`src/rtl/mem_arb_pkg.sv`:
```
// Shared types and constants for the three-requester memory arbiter.
package mem_arb_pkg;

  localparam int DEF_AW = 15;
  localparam int DEF_DW = 48;

  // Requester slot indices into req/we/addr/wdata/ack.
  localparam logic [1:0] REQ_LOAD  = 2'd0;
  localparam logic [1:0] REQ_FETCH = 2'd1;
  localparam logic [1:0] REQ_DATA  = 2'd2;

  typedef enum logic [1:0] {
    IDLE = 2'd0,
    BUSY = 2'd1,
    RESP = 2'd2
  } state_t;

endpackage

```
`src/rtl/mem_arb_timer.sv`:
```
// Watchdog for a memory transaction: counts BUSY cycles and flags the
// cycle in which the count would reach TIMEOUT.
module mem_arb_timer #(
  parameter int TIMEOUT = 255
) (
  input  logic clk,
  input  logic reset,
  input  logic run,
  input  logic clear,
  output logic expired
);

  logic [7:0] cnt;

  // Restart from zero whenever not waiting; advance once per waiting cycle.
  always_ff @(posedge clk) begin
    if (!reset || clear) begin
      cnt <= '0;
    end else if (run) begin
      cnt <= cnt + 8'd1;
    end
  end

  // The edge closing this cycle is the TIMEOUT-th waiting edge.
  assign expired = run && (cnt == 8'(TIMEOUT - 1));

endmodule

```
`src/rtl/mem_arbiter.sv`:
```
// Three-requester single-port memory arbiter: loader has fixed priority,
// fetch and operand share the port round-robin. Each transaction walks
// IDLE -> BUSY -> RESP, with a watchdog aborting a stalled memory.
module mem_arbiter
  import mem_arb_pkg::*;
#(
  parameter int AW      = DEF_AW,
  parameter int DW      = DEF_DW,
  parameter int TIMEOUT = 255
) (
  input  logic            clk,
  input  logic            reset,
  input  logic [2:0]      req,
  input  logic [2:0]      we,
  input  logic [3*AW-1:0] addr,
  input  logic [3*DW-1:0] wdata,
  output logic [2:0]      ack,
  output logic [DW-1:0]   rdata,
  output logic            err,
  output logic            err_sticky,
  output logic            mem_req,
  output logic            mem_we,
  output logic [AW-1:0]   mem_addr,
  output logic [DW-1:0]   mem_wdata,
  input  logic            mem_ack,
  input  logic [DW-1:0]   mem_rdata
);

  state_t          state, state_next;
  logic            load_en, done_ok, done_to;
  logic            expired;
  logic            rr_data;      // 1: operand wins the next fetch/operand tie
  logic [2:0]      grant;        // one-hot owner of the current transaction
  logic [1:0]      win_idx;
  logic [2:0]      win;
  logic            sel_we;
  logic [AW-1:0]   sel_addr;
  logic [DW-1:0]   sel_wdata;

  mem_arb_timer #(
    .TIMEOUT (TIMEOUT)
  ) u_timer (
    .clk     (clk),
    .reset   (reset),
    .run     (state == BUSY),
    .clear   (state != BUSY),
    .expired (expired)
  );

  // Pick the winner and mux its transaction fields.
  always_comb begin
    win_idx = REQ_DATA;
    if (req[REQ_LOAD]) begin
      win_idx = REQ_LOAD;
    end else if (req[REQ_FETCH] && req[REQ_DATA]) begin
      win_idx = rr_data ? REQ_DATA : REQ_FETCH;
    end else if (req[REQ_FETCH]) begin
      win_idx = REQ_FETCH;
    end
    win = 3'(3'b001 << win_idx);
    case (win_idx)
      REQ_FETCH: begin
        sel_we    = we[REQ_FETCH];
        sel_addr  = addr[AW +: AW];
        sel_wdata = wdata[DW +: DW];
      end
      REQ_DATA: begin
        sel_we    = we[REQ_DATA];
        sel_addr  = addr[2*AW +: AW];
        sel_wdata = wdata[2*DW +: DW];
      end
      default: begin
        sel_we    = we[REQ_LOAD];
        sel_addr  = addr[AW-1:0];
        sel_wdata = wdata[DW-1:0];
      end
    endcase
  end

  // State register.
  always_ff @(posedge clk) begin
    if (!reset) begin
      state <= IDLE;
    end else begin
      state <= state_next;
    end
  end

  // Next state and transaction events; mem_ack counts only in BUSY and
  // beats the watchdog when both land in the same cycle.
  always_comb begin
    state_next = state;
    load_en    = 1'b0;
    done_ok    = 1'b0;
    done_to    = 1'b0;
    case (state)
      IDLE: begin
        if (|req) begin
          load_en    = 1'b1;
          state_next = BUSY;
        end
      end
      BUSY: begin
        if (mem_ack) begin
          done_ok    = 1'b1;
          state_next = RESP;
        end else if (expired) begin
          done_to    = 1'b1;
          state_next = RESP;
        end
      end
      RESP:    state_next = IDLE;
      default: state_next = IDLE;
    endcase
  end

  // Memory-side registers, response registers and round-robin bookkeeping.
  always_ff @(posedge clk) begin
    if (!reset) begin
      mem_req    <= 1'b0;
      mem_we     <= 1'b0;
      mem_addr   <= '0;
      mem_wdata  <= '0;
      grant      <= '0;
      rr_data    <= 1'b0;
      ack        <= '0;
      err        <= 1'b0;
      err_sticky <= 1'b0;
      rdata      <= '0;
    end else begin
      ack <= '0;
      err <= 1'b0;
      if (load_en) begin
        mem_req   <= 1'b1;
        mem_we    <= sel_we;
        mem_addr  <= sel_addr;
        mem_wdata <= sel_wdata;
        grant     <= win;
        if (win_idx == REQ_FETCH) begin
          rr_data <= 1'b1;
        end else if (win_idx == REQ_DATA) begin
          rr_data <= 1'b0;
        end
      end
      if (done_ok) begin
        mem_req <= 1'b0;
        rdata   <= mem_rdata;
        ack     <= grant;
      end
      if (done_to) begin
        mem_req    <= 1'b0;
        rdata      <= '0;
        ack        <= grant;
        err        <= 1'b1;
        err_sticky <= 1'b1;
      end
    end
  end

endmodule

```
`config.mk`:
```
export PLATFORM = sky130hd
export DESIGN_NAME = mem_arbiter
export DESIGN_NICKNAME = d
export VERILOG_FILES = /design/src/rtl/mem_arb_pkg.sv /design/src/rtl/mem_arb_timer.sv /design/src/rtl/mem_arbiter.sv
export SDC_FILE = /design/constraint.sdc
export NUM_CORES = 1
export LEC_CHECK = 0
export CORE_MARGIN = 8
export CORE_UTILIZATION = 33
export DETAILED_ROUTE_END_ITERATION = 10
export PLACE_DENSITY = 0.81
export RECOVER_POWER = 100
export SYNTH_ARGS = -nofsm -noshare
export SYNTH_HDL_FRONTEND = slang
export SYNTH_HIERARCHICAL = 1
export SYNTH_SLANG_ARGS = --single-unit
```
`constraint.sdc`:
```
create_clock -name clk -period 2.2 [get_ports clk]
set_input_delay 0.55 -clock clk [delete_from_list [all_inputs] [get_ports clk]]
set_output_delay 0.55 -clock clk [all_outputs]
set_load 0.02 [all_outputs]
```
==> impl_metrics.py, run 1 <==
metrics = {
    "outcome": {
        "status": "completed",
    },
    "sta": {
        "max_slew.worst_pin.slew_ps": 487,
        "maxSlewViolCount": 0,
        "finClkSkew_ps": 8.27,
        "timing.final.crit_share_pct": 96.9,
        "fin_tns_setup_ps": 0,
        "fmax_ghz": 0.469,
        "min_period_ps": 2130,
        "layout_setup_ws_ps": 68.1,
        "setup_viol": 0,
        "rsz0062_at_grt": "true",
        "hold_viol": 0,
        "max_slew_margin_pct": 67.4,
    },
    "global_route": {
        "grt_first_pass_wirelength_mm": 36.1,
        "grt_start_max_net_pins": 50,
        "track_usage_pct": 21.0,
        "antenna_found_initial": 1,
        "overflow": 0,
        "grt_pass1_vias": 6348,
    },
    "critical_path": {
        "critPathMaxStageDelay_ps": 470,
        "cp-end-kind": "flop",
        "cp.required_ps": 2490,
        "crit_type": "in -> reg",
        "crit_chain": "clkdlybuf4s50_1 -> a21boi_1 -> nor2b_1 -> buf_4 -> inv_1 -> ha_4 -> buf_12 -> a22oi_1 -> o21ai_0 -> a22o_1",
        "slowest_stage": "clkdlybuf4s50_1",
        "arrival_ps": 2420,
        "regToRegStartpoint": "state[1]",
        "worstPathMaxFanout": 22,
        "start_kind": "input port",
        "startpoint": "req[1]",
    },
    "clocking": {
        "cts_buffers": 17,
        "cts.sinks": 132,
        "clock_latency_ps": 410,
        "path_clk_slew_ps": 60,
        "hold_buffers": 0,
        "h-tree-depth": 4,
        "clk_path_buf_depth": 2,
        "cts_root_buffer": "clkbuf_16",
        "cts_tree": "built",
    },
    "detailed_routing": {
        "drc_errors": 0,
        "drt-total-wl_mm": 23.6,
        "drt_pass1_iterations": 5,
        "vias": 6338,
        "wire_per_inst_um": 18.7,
        "drt_iter0_drc": 435,
        "drt-vias-per-instance": 5.02,
        "ant_nets": 0,
    },
    "placed_design": {
        "dp_hpwl_mm": 18.0,
        "finalWeightedCongestion": 0.848,
        "io_buffers": 363,
        "dpl_cell_area_um2": 9750,
        "place_ws_ps": -417,
    },
    "die": {
        "num_rows": 48,
        "pin_count": 364,
        "dieArea_um2": 21600,
        "start_util_pct": 33.3,
        "die_h_um": 147,
        "die_w_um": 147,
        "core_area_um2": 17100,
    },
    "pwr": {
        "leakage_nw": 3.86,
        "vdd_drop_max_mv": 0.664,
        "power_density_nw_per_um2": 709,
    },
    "cells_and_area": {
        "mostFrequentLayoutCells": "361 x clkdlybuf4s50_1, 163 x nand2_1, 132 x dfxtp_1",
        "area_delta_synth_final_pct": 82.8,
        "fin_area_um2": 10400,
        "nFillCells": 1468,
        "drive_gt1_share_pct": 6.85,
        "final_common_cell": "clkdlybuf4s50_1",
        "fin_nets": 1275,
    },
    "job": {
        "cap_violations": 0,
    },
    "worst_hold_path": {
        "min-delay-start": "rdata[30]",
        "hp-class": "reg -> reg",
    },
    "synthesis": {
        "synth.distinct_cells": 37,
        "ys_ff_latch": 132,
        "syn_area_um2": 5670,
        "syn_area_per_cell_um2": 8.47,
        "synth_warnings": 6,
        "synth_cells": 670,
        "yosysSeqAreaShare_pct": 46.6,
        "syn_nets": 921,
    },
}
worst max-delay path: cells and delay by family:
| family | cells | cell delay, ps |
|---|---|---|
| adder cells (fa/ha/maj) | 1 | 200 |
| AO/OA/AOI/OAI | 4 | 680 |
| buffers and inverters | 4 | 840 |
| AND/OR/NAND/NOR | 1 | 150 |
power by group:
| group | internal, mW | leakage [nW] | switching (mW) |
|---|---|---|---|
| registers | 2.56 | 1.08 | 0.0900 |
| clock network | 1.82 | 0.299 | 1.14 |
| logic | 0.964 | 2.49 | 0.784 |
| total | 5.34 | 3.86 | 2.01 |
flip-flops by register name, indices dropped and copies added, names as in the netlist:
register / flops
mem_wdata: 48
rdata: 48
mem_addr: 15
u_timer/cnt: 8
ack: 3
grant: 3
state: 2
err: 1
err_sticky: 1
mem_req: 1
mem_we: 1
rr_data: 1
routing by layer:
layer  GRT usage, %  up-vias  part of all wire, %
met1           24.2     2946                   39
met3           7.26       52                  7.7
li1               -     3098                    -
met5              0        -                    0
met4           8.82        0                  3.4
met2           34.9      242                   49
final cells by class:
cell class / count / area (µm²) / area share (%)
sequential: 132 / 2640 / 25.5
timing repair buffer: 397 / 4090 / 39.5
antenna: 1 / 2.50 / 0.0241
multi-input combinational: 472 / 2710 / 26.2
clock inverter: 11 / 139 / 1.34
clock buffer: 21 / 480 / 4.63
tap: 225 / 282 / 2.72
inverter: 4 / 15.0 / 0.145
per-stage QoR:
| step | util, % | total power [mW] | hold WS, ps | cells |
|---|---|---|---|---|
| 3_5_place_dp | 57.2 | 4.45 | 447 | 1230 |
| 2_1_floorplan | - | 3.43 | 423 | 670 |
| 4_1_cts | 60.8 | 7.42 | 455 | 1262 |
| 6_report | 60.8 | 7.35 | 450 | 1263 |
| 5_1_grt | 60.8 | 7.65 | 467 | 1263 |
| 3_3_place_gp | 57.2 | 4.43 | 440 | 1230 |
path summary, 6_finish.rpt:
kind,to,slack (ps),cells past startpoint
max,mem_wdata[30],70,10
min,rdata[30],450,2
max reg2reg,rdata[47],240,8
min reg2reg,rdata[30],450,2
repair_timing:
| item | 4_1_cts | 5_1_grt |
|---|---|---|
| gates resized for setup | 0 | 6 |
| setup buffers | 0 | 0 |
| setup endpoints to repair | 0 | 60 |
logic make-up (layout without fill, tap and decap cells):
kind of cell	after synthesis	in the layout	share of synthesized area [%]
flops	132	132	46.6
fa+ha+maj	5	5	1.10
other cells	0	1	0
simple gates	201	201	14.7
compound gates	262	262	30.7
buf+inv	66	433	6.31
xor+xnor	4	4	0.618
synth_stat cells:
cell type / instances / area [µm²]
a211oi_1: 1 / 7.51
a21boi_0: 4 / 30.0
a21boi_1: 1 / 7.51
a21oi_1: 52 / 260
a22o_1: 64 / 561
a22oi_1: 64 / 480
and2_1: 5 / 31.3
and3_4: 1 / 11.3
and3b_1: 1 / 8.76
buf_1: 6 / 22.5
buf_2: 4 / 20.0
buf_4: 2 / 15.0
buf_6: 13 / 146
clkbuf_1: 37 / 139
dfxtp_1: 132 / 2640
ha_1: 5 / 62.6
inv_1: 4 / 15.0
nand2_1: 163 / 612
nand2b_1: 3 / 18.8
nand3_1: 5 / 25.0
nand3b_1: 1 / 7.51
nand4_1: 3 / 18.8
nand4_2: 1 / 12.5
nor2_1: 9 / 33.8
nor2b_1: 1 / 6.26
nor3_1: 2 / 10.0
o21a_1: 1 / 7.51
o21ai_0: 71 / 355
o21ai_1: 1 / 5.00
o311ai_0: 1 / 8.76
o32ai_1: 1 / 8.76
o41ai_1: 1 / 8.76
or2_1: 1 / 6.26
or2_2: 1 / 6.26
or3_1: 4 / 25.0
xnor2_1: 1 / 8.76
xor2_1: 3 / 26.3
No activity file was read; power rests on OpenSTA's default activity.
==> inputs of run 2 (changes only) <==
Settings changed: TNS_END_PERCENT set to 10.
==> results of run 2 <==
Final layout, timing and power as in run 1 (identical DEF).
